File: src/rtl/alu_ctrl_pkg.sv
// Shared definitions for the ALU control pipeline stage:
// opcodes, ALU op codes, FSM states and control bundle layout.
package alu_ctrl_pkg;

    localparam logic [4:0] OP_HALT  = 5'b00000;
    localparam logic [4:0] OP_ALU   = 5'b11011;
    localparam logic [4:0] OP_ADDI  = 5'b01000;
    localparam logic [4:0] OP_SUBI  = 5'b01001;
    localparam logic [4:0] OP_XORI  = 5'b01010;
    localparam logic [4:0] OP_ANDNI = 5'b01011;
    localparam logic [4:0] OP_SHIFT = 5'b11010;
    localparam logic [2:0] OP_SHIFTI_HI = 3'b101;
    localparam logic [4:0] OP_LBI   = 5'b11000;
    localparam logic [4:0] OP_MUL   = 5'b11100;

    localparam logic [1:0] F_ADD  = 2'b00;
    localparam logic [1:0] F_SUB  = 2'b01;
    localparam logic [1:0] F_XOR  = 2'b10;
    localparam logic [1:0] F_ANDN = 2'b11;

    localparam logic [2:0] ALU_ROL = 3'b000;
    localparam logic [2:0] ALU_SLL = 3'b001;
    localparam logic [2:0] ALU_ROR = 3'b010;
    localparam logic [2:0] ALU_SRL = 3'b011;
    localparam logic [2:0] ALU_ADD = 3'b100;
    localparam logic [2:0] ALU_OR  = 3'b101;
    localparam logic [2:0] ALU_XOR = 3'b110;
    localparam logic [2:0] ALU_AND = 3'b111;

    // Control bundle: {passB, passA, cin, sign, invB, invA, op[2:0]}
    localparam int CTRL_W  = 9;
    localparam int B_OP_LO = 0;
    localparam int B_INVA  = 3;
    localparam int B_INVB  = 4;
    localparam int B_SIGN  = 5;
    localparam int B_CIN   = 6;
    localparam int B_PASSA = 7;
    localparam int B_PASSB = 8;

    localparam int CNT_W = 4;

    typedef enum logic [1:0] {
        IDLE   = 2'd0,
        MULTI  = 2'd1,
        HALTED = 2'd2
    } state_t;

endpackage

File: src/rtl/alu_control_decode.sv
// Combinational decoder: {op, funct} to ALU control bundle
// plus MUL / HALT / illegal classification.
module alu_decode
    import alu_ctrl_pkg::*;
#(
    parameter int OP_W    = 5,
    parameter int FUNCT_W = 2
) (
    input  logic [OP_W-1:0]    op,
    input  logic [FUNCT_W-1:0] funct,
    output logic [CTRL_W-1:0]  ctrl,
    output logic               is_mul,
    output logic               is_halt,
    output logic               illegal
);

    logic       hi_ok;
    logic [4:0] op5;
    logic [1:0] f;

    assign op5 = op[4:0];
    assign f   = funct[1:0];

    generate
        if (OP_W > 5) begin : g_hi
            assign hi_ok = ~|op[OP_W-1:5];
        end else begin : g_nohi
            assign hi_ok = 1'b1;
        end
    endgenerate

    // Map the opcode onto the control bundle; anything unknown is illegal
    always_comb begin
        ctrl    = '0;
        is_mul  = 1'b0;
        is_halt = 1'b0;
        illegal = 1'b0;
        if (!hi_ok) begin
            illegal = 1'b1;
        end else begin
            unique casez (op5)
                OP_HALT: is_halt = 1'b1;
                OP_ALU: begin
                    unique case (f)
                        F_ADD: ctrl[B_OP_LO +: 3] = ALU_ADD;
                        F_SUB: begin
                            ctrl[B_OP_LO +: 3] = ALU_ADD;
                            ctrl[B_INVA]       = 1'b1;
                            ctrl[B_CIN]        = 1'b1;
                        end
                        F_XOR: ctrl[B_OP_LO +: 3] = ALU_XOR;
                        F_ANDN: begin
                            ctrl[B_OP_LO +: 3] = ALU_AND;
                            ctrl[B_INVA]       = 1'b1;
                        end
                        default: ;
                    endcase
                end
                OP_ADDI: begin
                    ctrl[B_OP_LO +: 3] = ALU_ADD;
                    ctrl[B_SIGN]       = 1'b1;
                end
                OP_SUBI: begin
                    ctrl[B_OP_LO +: 3] = ALU_ADD;
                    ctrl[B_SIGN]       = 1'b1;
                    ctrl[B_INVA]       = 1'b1;
                    ctrl[B_CIN]        = 1'b1;
                end
                OP_XORI: ctrl[B_OP_LO +: 3] = ALU_XOR;
                OP_ANDNI: begin
                    ctrl[B_OP_LO +: 3] = ALU_AND;
                    ctrl[B_INVB]       = 1'b1;
                end
                OP_SHIFT: ctrl[B_OP_LO +: 3] = {1'b0, f};
                {OP_SHIFTI_HI, 2'b??}:
                    ctrl[B_OP_LO +: 3] = {1'b0, op5[1:0]};
                OP_LBI: ctrl[B_PASSB] = 1'b1;
                OP_MUL: begin
                    ctrl[B_OP_LO +: 3] = ALU_ADD;
                    is_mul             = 1'b1;
                end
                default: illegal = 1'b1;
            endcase
        end
    end

endmodule

File: src/rtl/alu_control_pipe.sv
// ID/EX register stage for ALU control: handshake, stall/flush,
// multi-cycle MUL hold and sticky HALT.
module alu_control_pipe
    import alu_ctrl_pkg::*;
#(
    parameter int OP_W    = 5,
    parameter int FUNCT_W = 2,
    parameter int MUL_LAT = 4
) (
    input  logic               clk,
    input  logic               rst,
    input  logic               in_valid,
    output logic               in_ready,
    input  logic [OP_W-1:0]    op,
    input  logic [FUNCT_W-1:0] funct,
    input  logic               stall,
    input  logic               flush,
    output logic               out_valid,
    output logic               invA,
    output logic               invB,
    output logic               sign,
    output logic               cin,
    output logic               passA,
    output logic               passB,
    output logic [2:0]         op_to_alu,
    output logic               mul_start,
    output logic               busy,
    output logic               illegal,
    output logic               halted
);

    localparam logic [CNT_W-1:0] CNT_INIT = CNT_W'(MUL_LAT - 1);

    logic [CTRL_W-1:0] dec_ctrl;
    logic              dec_mul;
    logic              dec_halt;
    logic              dec_ill;
    logic [CTRL_W-1:0] ctrl_q;
    logic [CNT_W-1:0]  cnt;
    state_t            state;
    logic              accept;

    alu_decode #(
        .OP_W    (OP_W),
        .FUNCT_W (FUNCT_W)
    ) u_dec (
        .op      (op),
        .funct   (funct),
        .ctrl    (dec_ctrl),
        .is_mul  (dec_mul),
        .is_halt (dec_halt),
        .illegal (dec_ill)
    );

    assign in_ready = !rst && (state == IDLE) && !stall && !flush;
    assign accept   = in_valid && in_ready;

    assign op_to_alu = ctrl_q[B_OP_LO +: 3];
    assign invA      = ctrl_q[B_INVA];
    assign invB      = ctrl_q[B_INVB];
    assign sign      = ctrl_q[B_SIGN];
    assign cin       = ctrl_q[B_CIN];
    assign passA     = ctrl_q[B_PASSA];
    assign passB     = ctrl_q[B_PASSB];

    // Register stage, MUL countdown and IDLE/MULTI/HALTED sequencing
    always_ff @(posedge clk) begin
        if (rst) begin
            state     <= IDLE;
            cnt       <= '0;
            ctrl_q    <= '0;
            out_valid <= 1'b0;
            mul_start <= 1'b0;
            busy      <= 1'b0;
            illegal   <= 1'b0;
            halted    <= 1'b0;
        end else if (flush) begin
            cnt       <= '0;
            ctrl_q    <= '0;
            out_valid <= 1'b0;
            mul_start <= 1'b0;
            busy      <= 1'b0;
            illegal   <= 1'b0;
            if (state != HALTED) state <= IDLE;
        end else if (!stall) begin
            unique case (state)
                IDLE: begin
                    if (accept) begin
                        ctrl_q    <= dec_ctrl;
                        out_valid <= 1'b1;
                        illegal   <= dec_ill;
                        mul_start <= dec_mul;
                        busy      <= 1'b0;
                        if (dec_mul) begin
                            cnt <= CNT_INIT;
                            if (CNT_INIT != '0) begin
                                busy  <= 1'b1;
                                state <= MULTI;
                            end
                        end
                        if (dec_halt) begin
                            halted <= 1'b1;
                            state  <= HALTED;
                        end
                    end else begin
                        ctrl_q    <= '0;
                        out_valid <= 1'b0;
                        illegal   <= 1'b0;
                        mul_start <= 1'b0;
                        busy      <= 1'b0;
                    end
                end
                MULTI: begin
                    mul_start <= 1'b0;
                    cnt       <= cnt - 1'b1;
                    if (cnt == CNT_W'(1)) begin
                        busy  <= 1'b0;
                        state <= IDLE;
                    end
                end
                HALTED: begin
                    ctrl_q    <= '0;
                    out_valid <= 1'b0;
                    illegal   <= 1'b0;
                    mul_start <= 1'b0;
                    busy      <= 1'b0;
                end
                default: state <= IDLE;
            endcase
        end
    end

endmodule

File: config.mk
export PLATFORM = sky130hd
export DESIGN_NAME = alu_control_pipe
export DESIGN_NICKNAME = d
export VERILOG_FILES = /design/src/rtl/alu_ctrl_pkg.sv /design/src/rtl/alu_control_decode.sv /design/src/rtl/alu_control_pipe.sv
export SDC_FILE = /design/constraint.sdc
export NUM_CORES = 1
export LEC_CHECK = 0
export CAP_MARGIN = 5
export CORE_MARGIN = 5
export CORE_UTILIZATION = 56
export CTS_BUF_LIST = sky130_fd_sc_hd__clkbuf_8
export DETAILED_ROUTE_END_ITERATION = 7
export GPL_ROUTABILITY_DRIVEN = 0
export PLACE_DENSITY = 0.9
export SLEW_MARGIN = 20
export SYNTH_ARGS = -nofsm -noshare
export SYNTH_HDL_FRONTEND = slang
export SYNTH_SLANG_ARGS = --single-unit
File: constraint.sdc
create_clock -name clk -period 2.62 [get_ports clk]
set_input_delay 0.393 -clock clk [delete_from_list [all_inputs] [get_ports clk]]
set_output_delay 0.393 -clock clk [all_outputs]
set_load 0.01 [all_outputs]
# After elaboration in Yosys (flattened, before gate mapping)
# Cells that the tools add are included.
# totals
reg_bits	20
output_inout_bits	15
elab_cells	98
# classes
add_sub_neg	1
eq_ne	25
n_mux	35
bitwise	2
reduce_logical	27
# ops
cell	n
$eq A5 B4 Y1 const B	4
$eq A5 B5 Y1 const B	4
$pmux W3 S6	1
$pmux W9 S2	1
$mux W1	14
$mux W2	7
$ne A2 B2 Y1 const B	5
$pmux W1 S2	5
$reduce_or A10 Y1	1
$reduce_or A2 Y1	5
$mux W9	1
$pmux W3 S3	1
$mux W4	2
$pmux W4 S2	1
$eq A2 B2 Y1 const B	3
$ne A3 B3 Y1 const B	2
$pmux W2 S3	1
$reduce_and A6 Y1	1
$reduce_bool A2 Y1	3
$logic_not A5 Y1	1
$reduce_and A5 Y1	1
$eq A2 B1 Y1 const B	2
$eq A4 B1 Y1 const B	1
$logic_and A1 B1 Y1	4
other kinds (13)	19

# Logic depth before layout (Yosys ltp)
# Gate-level depths: netlist (run 1).
# depth
word_depth	9
ltp_mapped	7

# By module
# From an unflattened synthesis (run 1), not the netlist that was laid out.
# unflattened
cells_unflattened	148
area_unflattened_um2	1199.9
# modules_own_cells
module	instances	cells_each	area_per_inst_um2
alu_control_pipe	1	106	954.7
alu_decode	1	42	245.2

# Worst setup path before layout (run 1)
# No wires, ideal clock.
# synth_path
path_type	input to register
startpoint	input port op[1]
endpoint	register cnt[3]
setup_time_ns	0.117
t_arrival_ns	1.485
required_ns	2.503
path_slack_ns	1.017
stages	5
path_cell_list	buf_2 -> or3b_1 -> o21ai_2 -> o21ai_0 -> a32o_1
# synth_via
elab_chain_len	4
# synth_rtl
item	line_no	text
start: declaration	alu_control_pipe.sv:14	input logic [OP_W-1:0] op,
$eq A5 B5 Y1	alu_control_decode.sv:41	unique casez (op5)
$mux W1	alu_control_decode.sv:41	
$ne A2 B2 Y1 (no source line)	--	
$reduce_and A4 Y1 (no source line)	--	
end signal: assignment	alu_control_pipe.sv:115	cnt <= cnt - 1'b1;
end: declaration	alu_control_pipe.sv:39	logic [CNT_W-1:0] cnt;
# No other way between the ends.
# A chain may end at the register's enable or synchronous reset.

# Worst setup path after layout (run 1)
# layout_path
startpoint	register state[0]
endpoint	output port in_ready
# layout_via
elab_chain_len	4
# layout_rtl
item	line_no	text
start: declaration	alu_control_pipe.sv:40	state_t state;
start signal: assignment	alu_control_pipe.sv:69	state <= IDLE;
start signal: assignment	alu_control_pipe.sv:84	if (state != HALTED) state <= IDLE;
start signal: assignment	alu_control_pipe.sv:98	state <= MULTI;
$logic_not A2 Y1	alu_control_pipe.sv:55	assign in_ready = !rst && (state == IDLE) && !stall && !flush;
$logic_and A1 B1 Y1 (3 in a row)	alu_control_pipe.sv:55	
end: declaration	alu_control_pipe.sv:13	output logic in_ready,
# No other way between the ends.

==> run_results.csv, run 1 <==
group,metric,value,unit
synthesis,ys_seq_area_frac,0.3093,
synthesis,synthCells,154,
floorplanning,initial_core_util,0.5725,
sta,post-route-min-period,2375,ps
grt,grt_overflow,0,
cts,root_buffer,"clkbuf_8",
floorplanning,rows,17,
synthesis,ys.flop_type,"dfxtp_1",
cells_and_area,fin_area,1534,µm²
synthesis,synth-edff-count,0,
sta,max_freq,421.0,MHz
worst_setup_path,crit_path_cell_trace,"inv_1, ha_1, nand2_1, nor2_1, clkdlybuf4s50_1",
worst_setup_path,cp_max_fo,12,
sta,tns,0,ps
cells_and_area,final_common_cell,"clkdlybuf4s50_1",
synthesis,synth.avg_cell_area,7.987,µm²
cells_and_area,instances_no_fill,203,
cells_and_area,most-common-layout-cells,"25 x clkdlybuf4s50_1, 19 x nor2_1, 19 x dfxtp_1",
status,outcome,"finished clean",
placed_design,dp.cells,199,
min_path,hp-class,"reg2reg",
route,via_count,1223,
synthesis,syn_area,1230,µm²
cells_and_area,drive_above_1_share,0.08571,
cts,clock_path_buffers,2,
pwr,finalPower,581.7,µW
grt,grt_pass1_vias,1199,
pwr,cellLeakagePower,0.5237,nW
sta,relSlewSlack,0.4671,
synthesis,netlist-cell-type-count,49,
cts,cts_hold_buf,0,
cts,tritoncts,"yes",
sta,whs,464.6,ps
pwr,pwr-share-clk,0.343,
grt,antenna_found_initial,0,
route,ant_nets,0,
pwr,swShare,0.2554,
route,routed_wl,3.012,mm
route,drc,0,
cts,clk_latency,250,ps
pwr,powerDensity,379.2,nW/µm²
cts,cts_sinks,19,
grt,grt_use_total,0.2001,
synthesis,synth_seq_cells,19,
floorplanning,dieArea,3234,µm²
cts,numCtsBuffers,3,
pwr,power.switching,148.6,µW
floorplanning,io_pins,27,
cts,cts_resized,0,
synthesis,synth.net_count,172,
cells_and_area,nFillCells,167,
worst_setup_path,cp-end-kind,"output pin",
run,drv_cap,0,
cts,clk_pin_slew,70,ps
route,drt_iter0_markers,54,
sta,period_share,0.9067,
worst_setup_path,max_stage_delay,550,ps
synthesis,async_reset_ff_frac,0,
cts,post_cts_buffers,0,
pwr,pwr-share-comb,0.158,
sta,tightest_slew,797.7,ps
route,detail_route.wl_per_cell,14.84,µm
placed_design,place.port_buffers,25,
grt,grt_pass1_wl,5.257,mm
cells_and_area,fin_nets,194,
sta,grt_setup_unrepaired,"false",
sta,drv_slew,0,
pwr,p_int,433.1,µW
cts,htree_levels,1,
placed_design,dp_hpwl,2.302,mm
cells_and_area,antenna_cells,0,
floorplanning,die_h,56.87,µm
pwr,peakVddDrop,400.5,µV
sta,finalHoldViolations,0,
worst_setup_path,startpoint_type,"flip-flop",
worst_setup_path,slowest_stage,"clkdlybuf4s50_1",
worst_setup_path,required,2230,ps
grt,grt_max_degree,17,
placed_design,dp_slack,343.4,ps
worst_setup_path,crit_type,"reg2out",
placed_design,placed_cell_area,1489,µm²
sta,fin_ws,244.5,ps
floorplanning,die-width,56.87,µm
sta,fin_skew,0.6471,ps
route,first_pass_iters,4,
pwr,seq_power_share,0.499,
sta,finalSetupViolCount,0,
cells_and_area,syn_to_final_growth,24.72,%
worst_setup_path,crit_arrival,1980,ps
floorplanning,core_region_area,2148,µm²
synthesis,synth_warnings,0,
cells_and_area,final_util,0.7140,
route,vias_per_cell,6.025,
Yosys cell counts, types with 2 or more instances:
library cell / count / share of area
nor3b_1: 3 / 0.018
buf_2: 3 / 0.012
a31oi_1: 3 / 0.015
or3_1: 2 / 0.010
a21oi_1: 8 / 0.033
or2_2: 2 / 0.010
o21ai_0: 5 / 0.020
nand2b_1: 8 / 0.041
a32o_1: 2 / 0.016
nand2_1: 8 / 0.024
o211ai_1: 2 / 0.012
clkbuf_1: 7 / 0.021
nand3_1: 4 / 0.016
o22ai_1: 3 / 0.015
dfxtp_1: 19 / 0.31
nor2_1: 19 / 0.058
nor4_1: 2 / 0.010
nor3_1: 3 / 0.012
nor2b_1: 6 / 0.031
inv_1: 7 / 0.021
a32oi_1: 4 / 0.028
a31o_2: 2 / 0.014
ha_1: 6 / 0.061
cells by family after synthesis:
family	synth area share
AND/OR/NAND/NOR	0.3306
AO/OA/AOI/OAI	0.2350
flip-flops	0.3093
buffers and inverters	0.06104
adder cells (fa/ha/maj)	0.06104
other	0.003049
final cells by class:
cell class              count  area (µm²)  share of cell area
inverters                   7       26.28             0.01713
flip-flops and latches     19       380.4              0.2480
well taps                  28       35.03             0.02284
clock inverters             1       3.754            0.002447
clock buffers               3       41.29             0.02692
multi-input cells         117       774.5              0.5049
repair buffers             28       272.8              0.1778
critical path: cells and delay by family (launching register included):
family / cells / cell delay [ps]
fa+ha+maj: 1 / 440
flops: 1 / 330
simple gates: 2 / 290
buf+inv: 2 / 670
final timing paths:
| path | slack, ps | startpoint | depth (start not counted) | to |
|---|---|---|---|---|
| max | 240 | state[0] | 5 | in_ready |
| max reg2reg | 710 | cnt[0] | 5 | state[0] |
| min | 460 | ctrl_q[6] | 2 | ctrl_q[6] |
| min reg2reg | 460 | ctrl_q[6] | 2 | ctrl_q[6] |
routing by layer:
metal | GRT usage | share of wire
met1 | 0.2569 | 0.46
met2 | 0.3432 | 0.48
met3 | 0.02989 | 0.053
met4 | 0.05960 | 0.011
met5 | 0 | 0
state kept, by name, indices dropped and copies added (netlist names):
register   flops
halted         1
mul_start      1
busy           1
ctrl_q         8
illegal        1
out_valid      1
cnt            4
state          2
power groups by stage:
stage	registers, mW	clock network (mW)	logic (mW)
floorplan	0.297	0	0.0575
global placement	0.297	0	0.0882
detailed placement	0.297	0	0.0904
CTS	0.290	0.199	0.0913
global route	0.290	0.218	0.100
finish	0.290	0.199	0.0921
Note: power is estimated with default switching activity, not from simulation.
==> inputs of run 2 (changes only) <==
SKIP_CTS_REPAIR_TIMING = 1   (was default)
==> results of run 2 <==
Same layout as run 1: the final DEF is identical, and so are final timing and power.
